## src/rtl/uart_rx_frame_ctrl.sv

```systemverilog
// UART receive frame controller: oversampled 3-sample majority vote, LSB-first
// deserialiser, start/data/parity/stop sequencing and parity checker handshake.
module uart_rx_frame_ctrl #(
  parameter int PRESCALE_W = 6
) (
  input  logic                  clk,
  input  logic                  rst,
  input  logic                  rx_in,
  input  logic [PRESCALE_W-1:0] prescale,
  input  logic                  par_en,
  input  logic                  par_err,
  output logic [7:0]            p_data,
  output logic                  sampled_bit,
  output logic                  data_sampled,
  output logic                  par_check_en,
  output logic                  data_valid,
  output logic                  stop_err,
  output logic                  busy
);

  typedef enum logic [2:0] {
    ST_IDLE   = 3'd0,
    ST_START  = 3'd1,
    ST_DATA   = 3'd2,
    ST_PARITY = 3'd3,
    ST_STOP   = 3'd4
  } state_t;

  state_t                state_r;
  state_t                state_nxt_s;
  logic [PRESCALE_W-1:0] edge_cnt_r;
  logic [PRESCALE_W-1:0] presc_r;
  logic [PRESCALE_W-1:0] half_s;
  logic [2:0]            bit_cnt_r;
  logic                  par_en_r;
  logic                  par_bad_r;
  logic                  smp0_r;
  logic                  smp1_r;
  logic                  last_edge_s;
  logic                  smp_a_s;
  logic                  smp_b_s;
  logic                  smp_c_s;

  function automatic logic maj3(input logic a, input logic b, input logic c);
    return (a & b) | (a & c) | (b & c);
  endfunction

  assign half_s       = presc_r >> 1;
  assign last_edge_s  = (edge_cnt_r == (presc_r - PRESCALE_W'(1)));
  assign smp_a_s      = (edge_cnt_r == (half_s - PRESCALE_W'(1)));
  assign smp_b_s      = (edge_cnt_r == half_s);
  assign smp_c_s      = (edge_cnt_r == (half_s + PRESCALE_W'(1)));
  assign busy         = (state_r != ST_IDLE);
  assign par_check_en = (state_r == ST_PARITY);

  // State register.
  always_ff @(posedge clk) begin
    if (rst) begin
      state_r <= ST_IDLE;
    end else begin
      state_r <= state_nxt_s;
    end
  end

  // Next-state decode.
  always_comb begin
    state_nxt_s = state_r;
    case (state_r)
      ST_IDLE: begin
        if (!rx_in) state_nxt_s = ST_START;
        else        state_nxt_s = ST_IDLE;
      end
      ST_START: begin
        if (data_sampled && sampled_bit) state_nxt_s = ST_IDLE;
        else if (last_edge_s)            state_nxt_s = ST_DATA;
        else                             state_nxt_s = ST_START;
      end
      ST_DATA: begin
        if (last_edge_s && (bit_cnt_r == 3'd7)) state_nxt_s = par_en_r ? ST_PARITY : ST_STOP;
        else                                    state_nxt_s = ST_DATA;
      end
      ST_PARITY: begin
        if (last_edge_s) state_nxt_s = ST_STOP;
        else             state_nxt_s = ST_PARITY;
      end
      ST_STOP: begin
        if (last_edge_s) state_nxt_s = ST_IDLE;
        else             state_nxt_s = ST_STOP;
      end
      default: state_nxt_s = ST_IDLE;
    endcase
  end

  // Bit timing, majority sampling, shift register and frame status.
  always_ff @(posedge clk) begin
    if (rst) begin
      edge_cnt_r   <= {PRESCALE_W{1'b0}};
      bit_cnt_r    <= 3'd0;
      presc_r      <= PRESCALE_W'(8);
      par_en_r     <= 1'b0;
      par_bad_r    <= 1'b0;
      smp0_r       <= 1'b1;
      smp1_r       <= 1'b1;
      p_data       <= 8'h00;
      sampled_bit  <= 1'b1;
      data_sampled <= 1'b0;
      data_valid   <= 1'b0;
      stop_err     <= 1'b0;
    end else begin
      data_sampled <= 1'b0;
      data_valid   <= 1'b0;
      if (state_r == ST_IDLE) begin
        edge_cnt_r <= {PRESCALE_W{1'b0}};
        bit_cnt_r  <= 3'd0;
        // Frame configuration is frozen for the whole frame.
        if (!rx_in) begin
          presc_r   <= prescale;
          par_en_r  <= par_en;
          par_bad_r <= 1'b0;
        end
      end else begin
        if (last_edge_s || (state_nxt_s == ST_IDLE)) edge_cnt_r <= {PRESCALE_W{1'b0}};
        else                                         edge_cnt_r <= edge_cnt_r + PRESCALE_W'(1);
        if (smp_a_s) smp0_r <= rx_in;
        if (smp_b_s) smp1_r <= rx_in;
        if (smp_c_s) sampled_bit <= maj3(smp0_r, smp1_r, rx_in);
        data_sampled <= smp_c_s;
        if (data_sampled && (state_r == ST_DATA)) p_data <= {sampled_bit, p_data[7:1]};
        if (data_sampled && (state_r == ST_STOP)) stop_err <= ~sampled_bit;
        if (last_edge_s && (state_r == ST_DATA)) bit_cnt_r <= bit_cnt_r + 3'd1;
        // Checker result has settled by the end of the parity bit.
        if (last_edge_s && (state_r == ST_PARITY)) par_bad_r <= par_err;
        if (last_edge_s && (state_r == ST_STOP)) data_valid <= ~stop_err & ~(par_en_r & par_bad_r);
      end
    end
  end

endmodule

```

## config.mk

```make
export PLATFORM = sky130hd
export DESIGN_NAME = uart_rx_frame_ctrl
export DESIGN_NICKNAME = d
export VERILOG_FILES = /design/src/rtl/uart_rx_frame_ctrl.sv
export SDC_FILE = /design/constraint.sdc
export NUM_CORES = 1
export LEC_CHECK = 0
export CAP_MARGIN = 10
export CORE_MARGIN = 1
export CORE_UTILIZATION = 50
export CTS_BUF_LIST = sky130_fd_sc_hd__clkbuf_8
export DETAILED_ROUTE_END_ITERATION = 6
export PLACE_DENSITY = 0.79
export SLEW_MARGIN = 20
export SYNTH_ARGS = -nofsm -noshare
export SYNTH_HDL_FRONTEND = slang
export SYNTH_SLANG_ARGS = --single-unit
export TNS_END_PERCENT = 5
```

## constraint.sdc

```tcl
create_clock -name clk -period 3.33 [get_ports clk]
set_clock_uncertainty 0.1 [all_clocks]
set_input_delay 0.666 -clock clk [delete_from_list [all_inputs] [get_ports clk]]
set_output_delay 0.666 -clock clk [all_outputs]
set_load 0.02 [all_outputs]
```

==> results.sh <==
export IMPL_status="complete, no violations"
export IMPL_wl_met2_mm=1.89
export IMPL_clock_tree_from_tritoncts="done"
export IMPL_synth_async_sr_flop_share=0
export IMPL_cts_root_buffer_cell="sky130_fd_sc_hd__clkbuf_8"
export IMPL_worst_setup_path_type="register to output port"
export IMPL_finalMaxSlewViolations=0
export IMPL_seqCellArea_um2=681
export IMPL_post_route_drc_count=0
export IMPL_cellPowerDensity_mw_per_mm2=445
export IMPL_timing_critical_path_from_type="register"
export IMPL_firstDrtPassIters=4
export IMPL_ys_flop_type="sky130_fd_sc_hd__dfxtp_1"
export IMPL_vdd_ir_drop_max_v=0.000263
export IMPL_num_nets_final=270
export IMPL_static_leakage_power_nw=0.824
export IMPL_min_delay_path_class="register to register"
export IMPL_top_level_ports=25
export IMPL_route_detailed_wl_per_inst_um=13.8
export IMPL_reg2regPathDepth=7
export IMPL_final_period_utilization=0.793
export IMPL_syn2layout_area_growth_pct=17.9
export IMPL_detailedPlacementHpwl_mm=3.01
export IMPL_cts_hold_buffers_added=0
export IMPL_max_slew_margin_rel=0.521
export IMPL_cts_htree_levels=2
export IMPL_via_to_cell_ratio=5.59
export IMPL_drive_gt1_frac=0.0593
export IMPL_placement_cell_area_mm2=0.00215
export IMPL_routed_wirelength_mm=4.16
export IMPL_starting_utilization_of_the_core_area=0.528
export IMPL_maxCapViolations=0
export IMPL_crit_chain="nor3_1 > inv_1 > clkdlybuf4s50_1"
export IMPL_n_antenna_cell=0
export IMPL_buf_inv_on_cp=2
export IMPL_worst_endpoint_arrival_ns=1.87
export IMPL_fillers=334
export IMPL_die_area_mm2=0.00415
export IMPL_synth_avg_cell_area_um2=8.36
export IMPL_clk_latency_ns=0.29
export IMPL_cpMaxStageDelayCell="sky130_fd_sc_hd__clkdlybuf4s50_1"
export IMPL_yosysSeqAreaShare=0.349
export IMPL_io_buffers=24
export IMPL_final_period_minus_worst_setup_slack_ns=2.64
export IMPL_fmaxAchievable_mhz=379
export IMPL_numClockSinks=34
export IMPL_fp_dieW_um=64.4
export IMPL_yosysUniqueCellTypes=52
export IMPL_worstPathMaxFanout=8
export IMPL_post_cts_setup_buffers=0
export IMPL_whs_path_depth=2
export IMPL_multi_input_gate_area_mm2=0.00115
export IMPL_synth_net_count=251
export IMPL_ys_ff_latch=34
export IMPL_critical_path_top_delay_family="buffers and inverters"
export IMPL_route_layer_met1_wl_mm=2.03
export IMPL_floorplan_die_height_um=64.4
export IMPL_grt_first_pass_wirelength_mm=7.04
export IMPL_total_core_area_mm2=0.00369
export IMPL_final_hold_violation_count=0
export IMPL_ys_warn_count=0
export IMPL_post_cts_resized_instances=0
export IMPL_critical_path_cell_count=3
export IMPL_num_vias=1682
export IMPL_final_setup_tns_ns=0
export IMPL_critical_path_max_stage_delay_ns=0.57
export IMPL_synth_top_area_share=0.349
export IMPL_clk_pin_slew_worst_paths_ns=0.07
export IMPL_synth_edf_count=0
export IMPL_rows=22
export IMPL_drt_antenna_violating_nets=0
export IMPL_detailroute_wirelength_met3_um=179
export IMPL_worst_slew_pin_transition_ns=0.700
export IMPL_grt_max_degree=22
export IMPL_cells_after_synthesis=233
export IMPL_vias_in_the_first_global_route=1537
export IMPL_antenna_violations_before_repair=0
export IMPL_timing_final_setup_violations=0
export IMPL_gp_congestion=0.881
export IMPL_crit_required_ns=2.56
export IMPL_cp_end_kind="output port"
export IMPL_numCtsBuffers=5
export IMPL_synth_largest_area_cell="sky130_fd_sc_hd__dfxtp_1"
export IMPL_groute_usage_overall=0.221
export IMPL_layout_cell_area_non_filler_mm2=0.00230
export IMPL_synth_cell_area_mm2=0.00195
export IMPL_top_signal_layer_used="met4"
export IMPL_grt_setup_unrepaired="no"
export IMPL_clock_tree_buffer_depth=2
export IMPL_number_of_drc_markers_in_iteration_0=126
export IMPL_post_synth_top_count_cell="sky130_fd_sc_hd__nand2_1"
export IMPL_grt_ovfl_total=0
export IMPL_synth_top_cells_by_count="sky130_fd_sc_hd__nand2_1, sky130_fd_sc_hd__dfxtp_1, sky130_fd_sc_hd__a21oi_1"
export IMPL_netlist_top_cells_area="sky130_fd_sc_hd__dfxtp_1, sky130_fd_sc_hd__nand2_1, sky130_fd_sc_hd__a21oi_1"
## sequential cells by signal, summed over array words and instances (netlist names), 3 cells and up
name and count:
state_r 3, bit_cnt_r 3, presc_r 6, p_data 8, edge_cnt_r 6
## power by group
part / switching [mW] / internal [mW]
logic: 0.0682 / 0.0507
registers: 0.0184 / 0.415
clock network: 0.149 / 0.319
## cell families after synthesis
kind of cell / Yosys count / share of synthesized area
AND/OR/NAND/NOR: 100 / 0.247
adder cells (fa/ha/maj): 8 / 0.0501
multiplexers: 4 / 0.0206
AO/OA/AOI/OAI: 48 / 0.174
buffers and inverters: 17 / 0.0604
XOR/XNOR: 22 / 0.0989
flip-flops: 34 / 0.349
## metal layers
| metal | vias up | global-route usage |
|---|---|---|
| li1 | 848 | - |
| met1 | 788 | 0.289 |
| met3 | 6 | 0.0599 |
| met4 | 0 | 0.0806 |
| met5 | - | 0 |
| met2 | 40 | 0.346 |
## layout by cell type, fill, tap and decap left out, types with 6 or more instances in the layout
master,count
sky130_fd_sc_hd__dfxtp_1,34
sky130_fd_sc_hd__xor2_1,11
sky130_fd_sc_hd__a21oi_1,21
sky130_fd_sc_hd__xnor2_1,11
sky130_fd_sc_hd__clkdlybuf4s50_1,24
sky130_fd_sc_hd__nand2_1,42
sky130_fd_sc_hd__nand3_1,9
sky130_fd_sc_hd__nor2_1,18
sky130_fd_sc_hd__clkbuf_8,6
sky130_fd_sc_hd__ha_1,7
## worst reg2reg max path: stages, from the launching register on
cell and delay, ns:
sky130_fd_sc_hd__dfxtp_1 0.53, sky130_fd_sc_hd__inv_1 0.14, sky130_fd_sc_hd__ha_1 0.26, sky130_fd_sc_hd__a21boi_2 0.19, sky130_fd_sc_hd__xnor2_1 0.33, sky130_fd_sc_hd__o2111ai_4 0.24
sky130_fd_sc_hd__o21ai_0 0.52, sky130_fd_sc_hd__nor2_1 0.11
## stage by stage
step                hold slack (ns)  std cells  utilization  setup WS (ns)  power (mW)
finish                        0.368        301        0.622          0.690        1.02
detailed placement            0.354        293        0.584          0.785       0.559
floorplan                     0.352        233            -           1.00       0.530
global route                  0.395        301        0.622          0.550        1.07
global placement              0.351        293        0.584          0.952       0.556
CTS                           0.366        301        0.622          0.671        1.03
## final timing paths
| check | start | to | slack (ns) |
|---|---|---|---|
| max | state_r[1] | busy | 0.69 |
| max reg2reg | presc_r[2] | edge_cnt_r[5] | 0.77 |
| min reg2reg | p_data[0] | p_data[0] | 0.37 |
| min | p_data[0] | p_data[0] | 0.37 |
## final cells by class
type                       instances  share of cell area
inverter                           4             0.00654
clock buffer                       6              0.0360
timing repair buffer              25               0.108
sequential                        34               0.296
tap                               48              0.0262
multi-input combinational        182               0.501
clock inverter                     2              0.0262
Power figures use the tool's default switching activity.
